===== src/rtl/mem_pkg.sv =====
// Shared types for the data-memory access sequencer.
// Size encodings, FSM states and the alignment helper.
package mem_pkg;

  localparam logic [1:0] SZ_ILL  = 2'b00;
  localparam logic [1:0] SZ_WORD = 2'b01;
  localparam logic [1:0] SZ_HALF = 2'b10;
  localparam logic [1:0] SZ_BYTE = 2'b11;

  typedef enum logic [2:0] {
    IDLE,
    RD_WAIT,
    LATCH,
    WRITE,
    DONE,
    ERR
  } state_e;

  function automatic logic misaligned(
    input logic [1:0] sz,
    input logic [1:0] a
  );
    return (sz == SZ_WORD && a != 2'b00) ||
           (sz == SZ_HALF && a[0]);
  endfunction

endpackage


===== src/rtl/mem_access_ctrl_if.sv =====
// Request/memory bundle of the access sequencer.
// master = control FSM + memory side, slave = sequencer.
interface mem_access_ctrl_if;

  logic        start;
  logic        is_store;
  logic [1:0]  size;
  logic [31:0] addr;
  logic [31:0] store_data;
  logic [31:0] mem_rdata;
  logic [31:0] mem_addr;
  logic        mem_wr;
  logic [31:0] mem_wdata;
  logic        mdr_wr;
  logic [1:0]  ls_ctrl;
  logic        busy;
  logic        done;
  logic        error;

  modport master (
    output start, is_store, size, addr,
    output store_data, mem_rdata,
    input  mem_addr, mem_wr, mem_wdata,
    input  mdr_wr, ls_ctrl, busy, done, error
  );

  modport slave (
    input  start, is_store, size, addr,
    input  store_data, mem_rdata,
    output mem_addr, mem_wr, mem_wdata,
    output mdr_wr, ls_ctrl, busy, done, error
  );

endinterface


===== src/rtl/store_merge.sv =====
// Read-modify-write merge of store data into the old word.
// Sub-word data always sits in the low lanes.
module store_merge
  import mem_pkg::*;
(
  input  logic [1:0]  size_i,
  input  logic [31:0] old_i,
  input  logic [31:0] new_i,
  output logic [31:0] merged_o
);

  always_comb begin
    merged_o = new_i;
    unique case (size_i)
      SZ_HALF: merged_o = {old_i[31:16], new_i[15:0]};
      SZ_BYTE: merged_o = {old_i[31:8], new_i[7:0]};
      default: merged_o = new_i;
    endcase
  end

endmodule


===== src/rtl/mem_access_ctrl.sv =====
// Multicycle load/store sequencer in front of data memory.
// Define MISALIGN_CHECK_EN to fault misaligned half/word accesses.
module mem_access_ctrl
  import mem_pkg::*;
#(
  parameter int MEM_LAT = 1
) (
  input logic         clk,
  input logic         reset,
  mem_access_ctrl_if.slave bus
);

  localparam int CW = $clog2(MEM_LAT + 1);
  localparam logic [CW-1:0] LAT_C = CW'(MEM_LAT);

  state_e          state_q, state_d;
  logic [CW-1:0]   cnt_q, cnt_d;
  logic            st_q;
  logic [1:0]      sz_q;
  logic [31:2]     addr_q;
  logic [31:0]     sdata_q;
  logic            take;
  logic            bad;
  logic [31:0]     merged;

  assign take = (state_q == IDLE) && bus.start;

`ifdef MISALIGN_CHECK_EN
  assign bad = (bus.size == SZ_ILL) ||
               misaligned(bus.size, bus.addr[1:0]);
`else
  logic unused_addr_lsb;
  assign unused_addr_lsb = ^bus.addr[1:0];
  assign bad = (bus.size == SZ_ILL);
`endif

  always_ff @(posedge clk or negedge reset) begin
    if (!reset) begin
      state_q <= IDLE;
      cnt_q   <= '0;
      st_q    <= 1'b0;
      sz_q    <= SZ_ILL;
      addr_q  <= '0;
      sdata_q <= '0;
    end else begin
      state_q <= state_d;
      cnt_q   <= cnt_d;
      if (take) begin
        st_q    <= bus.is_store;
        sz_q    <= bus.size;
        addr_q  <= bus.addr[31:2];
        sdata_q <= bus.store_data;
      end
    end
  end

  always_comb begin
    state_d = state_q;
    cnt_d   = '0;
    unique case (state_q)
      IDLE: begin
        if (bus.start) begin
          if (bad)
            state_d = ERR;
          else if (bus.is_store && bus.size == SZ_WORD)
            state_d = WRITE;
          else
            state_d = RD_WAIT;
        end
      end
      RD_WAIT: begin
        cnt_d = cnt_q + CW'(1);
        if (cnt_d == LAT_C)
          state_d = st_q ? WRITE : LATCH;
      end
      LATCH:   state_d = DONE;
      WRITE:   state_d = DONE;
      DONE:    state_d = IDLE;
      ERR:     state_d = IDLE;
      default: state_d = IDLE;
    endcase
  end

  // mem_rdata is held stable by memory, so RD_WAIT data is valid in WRITE
  store_merge u_merge (
    .size_i   (sz_q),
    .old_i    (bus.mem_rdata),
    .new_i    (sdata_q),
    .merged_o (merged)
  );

  always_comb begin
    bus.mem_addr  = {addr_q, 2'b00};
    bus.mem_wr    = 1'b0;
    bus.mem_wdata = '0;
    bus.mdr_wr    = 1'b0;
    bus.done      = 1'b0;
    bus.error     = 1'b0;
    bus.busy      = (state_q != IDLE);
    bus.ls_ctrl   = bus.busy ? sz_q : 2'b00;
    unique case (state_q)
      LATCH: bus.mdr_wr = 1'b1;
      WRITE: begin
        bus.mem_wr    = 1'b1;
        bus.mem_wdata = merged;
      end
      DONE:    bus.done  = 1'b1;
      ERR:     bus.error = 1'b1;
      default: ;
    endcase
  end

endmodule


===== src/flat_wrapper.sv =====
// flat-port wrapper written by rule: the top's interface ports become plain ports
module mem_access_ctrl_flat import mem_pkg::*;
#(
  parameter int MEM_LAT = 1
)
  (clk, reset, bus_start, bus_is_store, bus_size, bus_addr, bus_store_data, bus_mem_rdata, bus_mem_addr, bus_mem_wr, bus_mem_wdata, bus_mdr_wr, bus_ls_ctrl, bus_busy, bus_done, bus_error);
  mem_access_ctrl_if bus_i ();
  input logic clk;
  input logic reset;
  input wire logic [$bits(bus_i.start)-1:0] bus_start;
  input wire logic [$bits(bus_i.is_store)-1:0] bus_is_store;
  input wire logic [$bits(bus_i.size)-1:0] bus_size;
  input wire logic [$bits(bus_i.addr)-1:0] bus_addr;
  input wire logic [$bits(bus_i.store_data)-1:0] bus_store_data;
  input wire logic [$bits(bus_i.mem_rdata)-1:0] bus_mem_rdata;
  output wire logic [$bits(bus_i.mem_addr)-1:0] bus_mem_addr;
  output wire logic [$bits(bus_i.mem_wr)-1:0] bus_mem_wr;
  output wire logic [$bits(bus_i.mem_wdata)-1:0] bus_mem_wdata;
  output wire logic [$bits(bus_i.mdr_wr)-1:0] bus_mdr_wr;
  output wire logic [$bits(bus_i.ls_ctrl)-1:0] bus_ls_ctrl;
  output wire logic [$bits(bus_i.busy)-1:0] bus_busy;
  output wire logic [$bits(bus_i.done)-1:0] bus_done;
  output wire logic [$bits(bus_i.error)-1:0] bus_error;
  assign bus_i.start = bus_start;
  assign bus_i.is_store = bus_is_store;
  assign bus_i.size = bus_size;
  assign bus_i.addr = bus_addr;
  assign bus_i.store_data = bus_store_data;
  assign bus_i.mem_rdata = bus_mem_rdata;
  assign bus_mem_addr = bus_i.mem_addr;
  assign bus_mem_wr = bus_i.mem_wr;
  assign bus_mem_wdata = bus_i.mem_wdata;
  assign bus_mdr_wr = bus_i.mdr_wr;
  assign bus_ls_ctrl = bus_i.ls_ctrl;
  assign bus_busy = bus_i.busy;
  assign bus_done = bus_i.done;
  assign bus_error = bus_i.error;
  mem_access_ctrl #(.MEM_LAT(MEM_LAT)) u_core (.clk(clk), .reset(reset), .bus(bus_i));
endmodule

===== config.mk =====
export PLATFORM = sky130hd
export DESIGN_NAME = mem_access_ctrl_flat
export DESIGN_NICKNAME = d
export VERILOG_FILES = /design/src/rtl/mem_pkg.sv /design/src/rtl/mem_access_ctrl_if.sv /design/src/rtl/store_merge.sv /design/src/rtl/mem_access_ctrl.sv /design/src/flat_wrapper.sv
export SDC_FILE = /design/constraint.sdc
export NUM_CORES = 1
export LEC_CHECK = 0
export ABC_AREA = 1
export BUFFER_PORTS_ARGS = -buffer_cell sky130_fd_sc_hd__clkbuf_2
export CAP_MARGIN = 20
export CORE_MARGIN = 1
export CORE_UTILIZATION = 45
export CTS_CLUSTER_DIAMETER = 120
export DETAILED_ROUTE_END_ITERATION = 8
export PLACE_DENSITY = 0.8
export SYNTH_ARGS = -nofsm -noshare
export SYNTH_HDL_FRONTEND = slang
export SYNTH_SLANG_ARGS = --single-unit

===== constraint.sdc =====
create_clock -name clk -period 1.45 [get_ports clk]
set_input_delay 0 -clock clk [delete_from_list [all_inputs] [get_ports clk]]
set_output_delay 0 -clock clk [all_outputs]
set_load 0.02 [all_outputs]

==> impl_metrics.env, run 1 <==
export IMPL_status="finished with violations"
export IMPL_violations="setup timing"
export IMPL_holdWs_ns=0.1655
export IMPL_slew_viol_final=0
export IMPL_syn_avg_cell_area_sq_um=7.482
export IMPL_syn_to_final_growth_pct=66.44
export IMPL_synth_area_leaders="dfrtp_1 (52%), nand2_1 (28%), nor2_1 (3.8%)"
export IMPL_crit_slowest_cell="dfrtp_2"
export IMPL_r2r_slack_ns=0.02
export IMPL_clk_latency_ns=0.33
export IMPL_p_leak_nw=3.234
export IMPL_cp_max_fo=6
export IMPL_end_kind="output port"
export IMPL_finClkSkew_ns=0.01132
export IMPL_io_pins=173
export IMPL_h_tree_depth=3
export IMPL_grt_pass1_vias=3681
export IMPL_nFillCells=456
export IMPL_synth_cell_type_count=23
export IMPL_drt_pass1_iterations=5
export IMPL_cts_tree="built"
export IMPL_vias=3703
export IMPL_root_buffer="clkbuf_8"
export IMPL_ir_drop_mv=1.227
export IMPL_max_freq_mhz=617.7
export IMPL_dr_first_iter_drc_count=167
export IMPL_cts_sinks=69
export IMPL_power_frac_clock=0.137
export IMPL_netlist_area_sq_um=3329
export IMPL_design_area_sq_um=5542
export IMPL_antenna_found_initial=0
export IMPL_yosysTopAreaCell="dfrtp_1"
export IMPL_seq_area_sq_um=1730
export IMPL_yosysWarningCount=0
export IMPL_worst_path_largest_cell_delay_ns=0.41
export IMPL_grt_start_max_net_pins=41
export IMPL_rsz0062_at_grt="true"
export IMPL_drt_total_wl_mm=11.07
export IMPL_io_buffers=160
export IMPL_gp_congestion=0.8540
export IMPL_arrival_ns=1.62
export IMPL_yosys_area_share_simple=0.3694
export IMPL_clockBufferDepth=2
export IMPL_yosysSeqAreaShare=0.5186
export IMPL_yosysMostFrequentCell="nand2_1"
export IMPL_start_kind="flop"
export IMPL_setup_tns_ns=-2.590
export IMPL_num_rows=30
export IMPL_p_sw_frac=0.4434
export IMPL_nNetsFinal=788
export IMPL_synth_xor_area_frac=0
export IMPL_die_width_um=88.02
export IMPL_synthTopCellsByCount="nand2_1 (252), dfrtp_1 (69), nor2_1 (34)"
export IMPL_path_class="flop to output port"
export IMPL_cts_buffers_inserted=9
export IMPL_core_area_sq_um=6982
export IMPL_worst_slack_ns=-0.1689
export IMPL_drv_cap=0
export IMPL_synth_fa_ha_area_frac=0
export IMPL_async_reset_ff_frac=1.000
export IMPL_worst_pin_slew_ns=0.5751
export IMPL_cp_common_cell="buf_12"
export IMPL_cp_num_buf_inv=4
export IMPL_p_switching_mw=4.526
export IMPL_track_usage=0.2806
export IMPL_maxSlewHeadroom=0.6166
export IMPL_antennaDiodeCount=0
export IMPL_viasPerCell=4.705
export IMPL_grt_overflow=0
export IMPL_finalHoldViolations=0
export IMPL_required_ns=1.45
export IMPL_path_delay_family="buffers and inverters"
export IMPL_ant_nets=0
export IMPL_fp_dieArea_sq_um=7747
export IMPL_p_comb_frac=0.524
export IMPL_clkSlewWorstSetupHoldPaths_ns=0.07
export IMPL_synth_compound_area_frac=0.01729
export IMPL_muxShareOfSynthArea=0
export IMPL_final_setup_viol_count=31
export IMPL_p_int_mw=5.682
export IMPL_multiInputGateArea_sq_um=1368
export IMPL_p_seq_frac=0.339
export IMPL_drc=0
export IMPL_drive_above_1_share=0.3546
export IMPL_synth_top_family_by_area="simple AND/OR/NAND/NOR gates"
export IMPL_p_per_area_nw_per_um2=1842
export IMPL_post_route_period_util=1.116
export IMPL_finalCriticalPeriod_ns=1.619
export IMPL_ys_ff_latch=69
export IMPL_dpl_instance_area_sq_um=4237
export IMPL_grt_pass1_wl_mm=16.46
export IMPL_final_util=0.7937
export IMPL_die_y_um=88.02
export IMPL_place_hpwl_mm=5.671
export IMPL_start_util=0.4769
export IMPL_holdCritPathClass="primary input to flop"
export IMPL_wl_per_cell_um=14.06
export IMPL_synth_top_area_share=0.5186
export IMPL_path_cells="inv_2 -> nand2_4 -> nor2_4 -> buf_12 -> buf_12 -> o21ai_2 -> nor2_1 -> buf_4"
export IMPL_syn_inst=445
export IMPL_synth_edf_count=0
export IMPL_synthFlopType="dfrtp_1"
[path summary, 6_finish.rpt]
kind / start / to / cells past startpoint
max in group asynchronous: reset / u_core.sdata_q[1]$_DFFE_PN0P_ / 3
min: bus_start / u_core.sdata_q[30]$_DFFE_PN0P_ / 5
min reg2reg: u_core.cnt_q$_DFF_PN0_ / u_core.cnt_q$_DFF_PN0_ / 1
max reg2reg: u_core.state_q[2]$_DFFE_PN0P_ / u_core.sdata_q[3]$_DFFE_PN0P_ / 8
min in group asynchronous: reset / u_core.addr_q[5]$_DFFE_PN0P_ / 2
max: u_core.state_q[2]$_DFFE_PN0P_ / bus_mem_wdata[11] / 8
[worst register-to-register path: stages (launching register included)]
cell	delay [ns]
dfrtp_2	0.41
buf_4	0.16
nor2_4	0.15
nand2_4	0.10
nor2_4	0.11
buf_12	0.14
buf_12	0.15
nand2_2	0.08
nand2_1	0.08
[timing repair]
item | CTS | global route
cloned | 2 | 2
pin swaps | 2 | 8
endpoints found under the hold margin | 86 | 0
resized for setup | 60 | 40
setup buffers | 7 | 4
endpoints found under the setup margin | 34 | 56
hold buffers | 66 | 0
[cells in the final DEF (no fill, tap or decap), drive strengths merged, types with 3 or more instances in the layout]
cell type / count
buf: 40
clkinv: 4
dfrtp: 69
o21ai: 10
clkbuf: 156
dlygate4sd3: 66
nor2: 37
nor3: 3
nand2: 264
inv: 34
[per-stage QoR]
stage / setup slack [ns] / total power, mW / cells
after CTS: -0.1223 / 9.639 / 782
final: -0.1689 / 10.21 / 787
after global routing: -0.2425 / 10.93 / 787
after global placement: 0.1528 / 7.525 / 691
after floorplan: 0.1551 / 6.398 / 446
after detailed placement: 0.1010 / 7.659 / 691
[state kept, by name, summed over array words and instances, names as in the netlist]
signal / count
u_core.addr_q: 30
u_core.st_q: 1
u_core.cnt_q: 1
u_core.state_q: 3
u_core.sdata_q: 32
u_core.sz_q: 2
[cell families (layout without fill, tap and decap cells)]
family / after synthesis / count (layout)
simple gates: 308 / 308
flops: 69 / 69
compound gates: 11 / 11
buf+inv: 56 / 301
other cells: 1 / 2
[area by class of cell]
cell class	instances	share of cell area
sequential	69	0.3123
clock inverter	4	0.004064
multi-input combinational	321	0.2468
inverter	35	0.02438
timing repair buffer	250	0.3628
clock buffer	12	0.02800
tap	96	0.02168
[power groups by stage]
stage / Sequential [mW] / Clock [mW] / Combinational, mW
2_1_floorplan: 3.84 / 0 / 2.56
3_3_place_gp: 3.41 / 0 / 4.11
3_5_place_dp: 3.44 / 0 / 4.22
4_1_cts: 3.40 / 1.42 / 4.82
5_1_grt: 3.56 / 1.50 / 5.87
6_report: 3.46 / 1.40 / 5.35
[routing by layer]
| metal | vias up | share of wire | global-route usage |
|---|---|---|---|
| met3 | 23 | 0.067 | 0.06221 |
| met2 | 168 | 0.52 | 0.5356 |
| li1 | 1789 | - | - |
| met5 | - | 0 | 0 |
| met4 | 0 | 0.021 | 0.1114 |
| met1 | 1723 | 0.39 | 0.2980 |
(Power assumes the default switching activity.)
==> run 2: changes to the inputs <==
--- a/config.mk
+++ b/config.mk
@@ -10,9 +10,9 @@
 export CAP_MARGIN = 20
 export CORE_MARGIN = 1
 export CORE_UTILIZATION = 45
-export CTS_CLUSTER_DIAMETER = 120
 export DETAILED_ROUTE_END_ITERATION = 8
 export PLACE_DENSITY = 0.8
+export REMOVE_ABC_BUFFERS = 1
 export SYNTH_ARGS = -nofsm -noshare
 export SYNTH_HDL_FRONTEND = slang
 export SYNTH_SLANG_ARGS = --single-unit
==> run 2 against run 1 <==
- the run still ends with setup timing left
- clock power is 13% higher
- worst setup slack got worse by 0.061 ns
- critical endpoint is now bus_mem_wdata[9]
- combinational power decreased by 8.4%
- flip-flop and latch count is the same
- first-iteration DRC count fell by 21%
- sequential power is essentially flat
- die area unchanged
- largest power group unchanged
- clock skew rose by 0.0027 ns
- critical path depth did not move
==> impl_metrics.env, run 2 (synthesis results as in run 1) <==
export IMPL_place_hpwl_mm=5.954
export IMPL_path_delay_family="buffers and inverters"
export IMPL_final_util=0.7697
export IMPL_drive_above_1_share=0.3173
export IMPL_path_class="flop to output port"
export IMPL_cp_max_fo=6
export IMPL_start_kind="flop"
export IMPL_violations="setup timing"
export IMPL_grt_pass1_wl_mm=15.47
export IMPL_core_area_sq_um=6982
export IMPL_nNetsFinal=785
export IMPL_finalHoldViolations=0
export IMPL_grt_pass1_vias=3480
export IMPL_ant_nets=0
export IMPL_fp_dieArea_sq_um=7747
export IMPL_dr_first_iter_drc_count=132
export IMPL_crit_slowest_cell="dfrtp_1"
export IMPL_final_cell_mix="nand2_1 (251), clkbuf_2 (125), dfrtp_1 (68)"
export IMPL_total_power_mw=9.930
export IMPL_start_util=0.4769
export IMPL_syn_to_final_growth_pct=61.41
export IMPL_post_route_period_util=1.158
export IMPL_holdCritPathClass="primary input to flop"
export IMPL_cts_buffers_inserted=9
export IMPL_num_rows=30
export IMPL_die_y_um=88.02
export IMPL_grtUsageMet2=0.4827
export IMPL_final_setup_viol_count=32
export IMPL_io_pins=173
export IMPL_path_cells="inv_2 -> nand2_4 -> nor2_4 -> buf_4 -> clkbuf_16 -> o21ai_1 -> nor2_1 -> buf_4"
export IMPL_track_usage=0.2642
export IMPL_finClkSkew_ns=0.01398
export IMPL_cp_num_buf_inv=4
export IMPL_stdcell_count=783
export IMPL_root_buffer="clkbuf_8"
export IMPL_gr_usage_met3=0.06032
export IMPL_largest_reg_flops=32
export IMPL_regMostFlops="u_core.sdata_q"
export IMPL_cts_sinks=69
export IMPL_grt_overflow=0
export IMPL_h_tree_depth=3
export IMPL_top_regs="u_core.sdata_q (32), u_core.addr_q (30), u_core.state_q (3)"
export IMPL_r2r_slack_ns=0.07
export IMPL_finalCriticalPeriod_ns=1.680
export IMPL_clkSlewWorstSetupHoldPaths_ns=0.08
export IMPL_required_ns=1.45
export IMPL_drv_cap=0
export IMPL_p_leak_nw=3.170
export IMPL_top_usage_layer="met2"
export IMPL_clockBufferDepth=2
export IMPL_status="finished with violations"
export IMPL_antennaDiodeCount=0
export IMPL_end_kind="output port"
export IMPL_nFillCells=483
export IMPL_met1_usage=0.2944
export IMPL_crit_start="u_core.state_q[2]$_DFFE_PN0P_"
export IMPL_drt_total_wl_mm=10.26
export IMPL_gp_congestion=0.8619
export IMPL_grt_start_max_net_pins=38
export IMPL_cp_common_cell="buf_4"
export IMPL_drt_pass1_iterations=5
export IMPL_vias=3640
export IMPL_dpl_instance_area_sq_um=4232
export IMPL_drc=0
export IMPL_rsz0062_at_grt="true"
export IMPL_antenna_found_initial=0
export IMPL_arrival_ns=1.68
export IMPL_placedCellCount=695
export IMPL_ir_drop_mv=1.139
export IMPL_die_width_um=88.02
export IMPL_max_freq_mhz=595.3
export IMPL_worst_slack_ns=-0.2297
export IMPL_reg2reg_from="u_core.state_q[2]$_DFFE_PN0P_"
export IMPL_clk_latency_ns=0.34
export IMPL_holdCritStartpoint="bus_start"
export IMPL_io_buffers=160
export IMPL_slew_viol_final=0
export IMPL_design_area_sq_um=5374
export IMPL_viasPerCell=4.649
export IMPL_layout_commonest_cell="nand2_1"
export IMPL_cts_tree="built"
export IMPL_wl_per_cell_um=13.11
export IMPL_worst_path_largest_cell_delay_ns=0.40
export IMPL_p_per_area_nw_per_um2=1848
export IMPL_setup_tns_ns=-3.611
## run 2: worst register-to-register path, cell delays in order, from the launching register on
cell and delay (ns):
dfrtp_1 0.40, buf_4 0.15, nor2_4 0.11, nand2_4 0.10, inv_6 0.09, nand2_8 0.10
buf_12 0.17, nand2_1 0.08, nand2_1 0.06
## run 2: routing by layer
layer / vias up / share of wire
li1: 1783 / -
met4: 0 / 0.020
met3: 22 / 0.071
met2: 173 / 0.53
met5: - / 0
met1: 1662 / 0.38
## run 2: power by group
part	switching [mW]	total [mW]	internal, mW
registers	0.595	3.45	2.86
logic	3.00	4.90	1.90
clock network	0.707	1.58	0.873
total	4.30	9.93	5.63
## run 2: cell type report
class / instances / area, sq um / area share
repair buffers: 247 / 1879 / 0.3497
clock buffers: 11 / 151.4 / 0.02817
well taps: 96 / 120.1 / 0.02235
multi-input cells: 321 / 1311 / 0.2440
inverters: 35 / 136.4 / 0.02538
clock inverters: 4 / 47.55 / 0.008848
flip-flops and latches: 69 / 1728 / 0.3215
## run 2: worst paths after layout
check                                            endpoint  cells past startpoint
setup reg to reg            u_core.addr_q[17]$_DFFE_PN0P_                      8
setup / recovery                         bus_mem_wdata[9]                      8
min in group asynchronous  u_core.sdata_q[27]$_DFFE_PN0P_                      2
max in group asynchronous  u_core.sdata_q[18]$_DFFE_PN0P_                      3
hold reg to reg                    u_core.cnt_q$_DFF_PN0_                      1
hold / removal             u_core.sdata_q[15]$_DFFE_PN0P_                      4
## run 2: through the flow
stage               setup WS (ns)  hold slack [ns]
floorplan                 -0.1951          -0.2956
global placement          0.07941         -0.02106
detailed placement        0.01871        -0.007644
CTS                       -0.1094          0.04353
global route              -0.2903          0.08927
finish                    -0.2297          0.07037
## run 2: timing repair
item                                    CTS  global route
hold buffers                             66             0
endpoints found under the setup margin   33            67
buffers inserted                          3             2
endpoints found under the hold margin   100             0
gates cloned                              0             2
gates resized for setup                  44            22
pin swaps                                 1             2
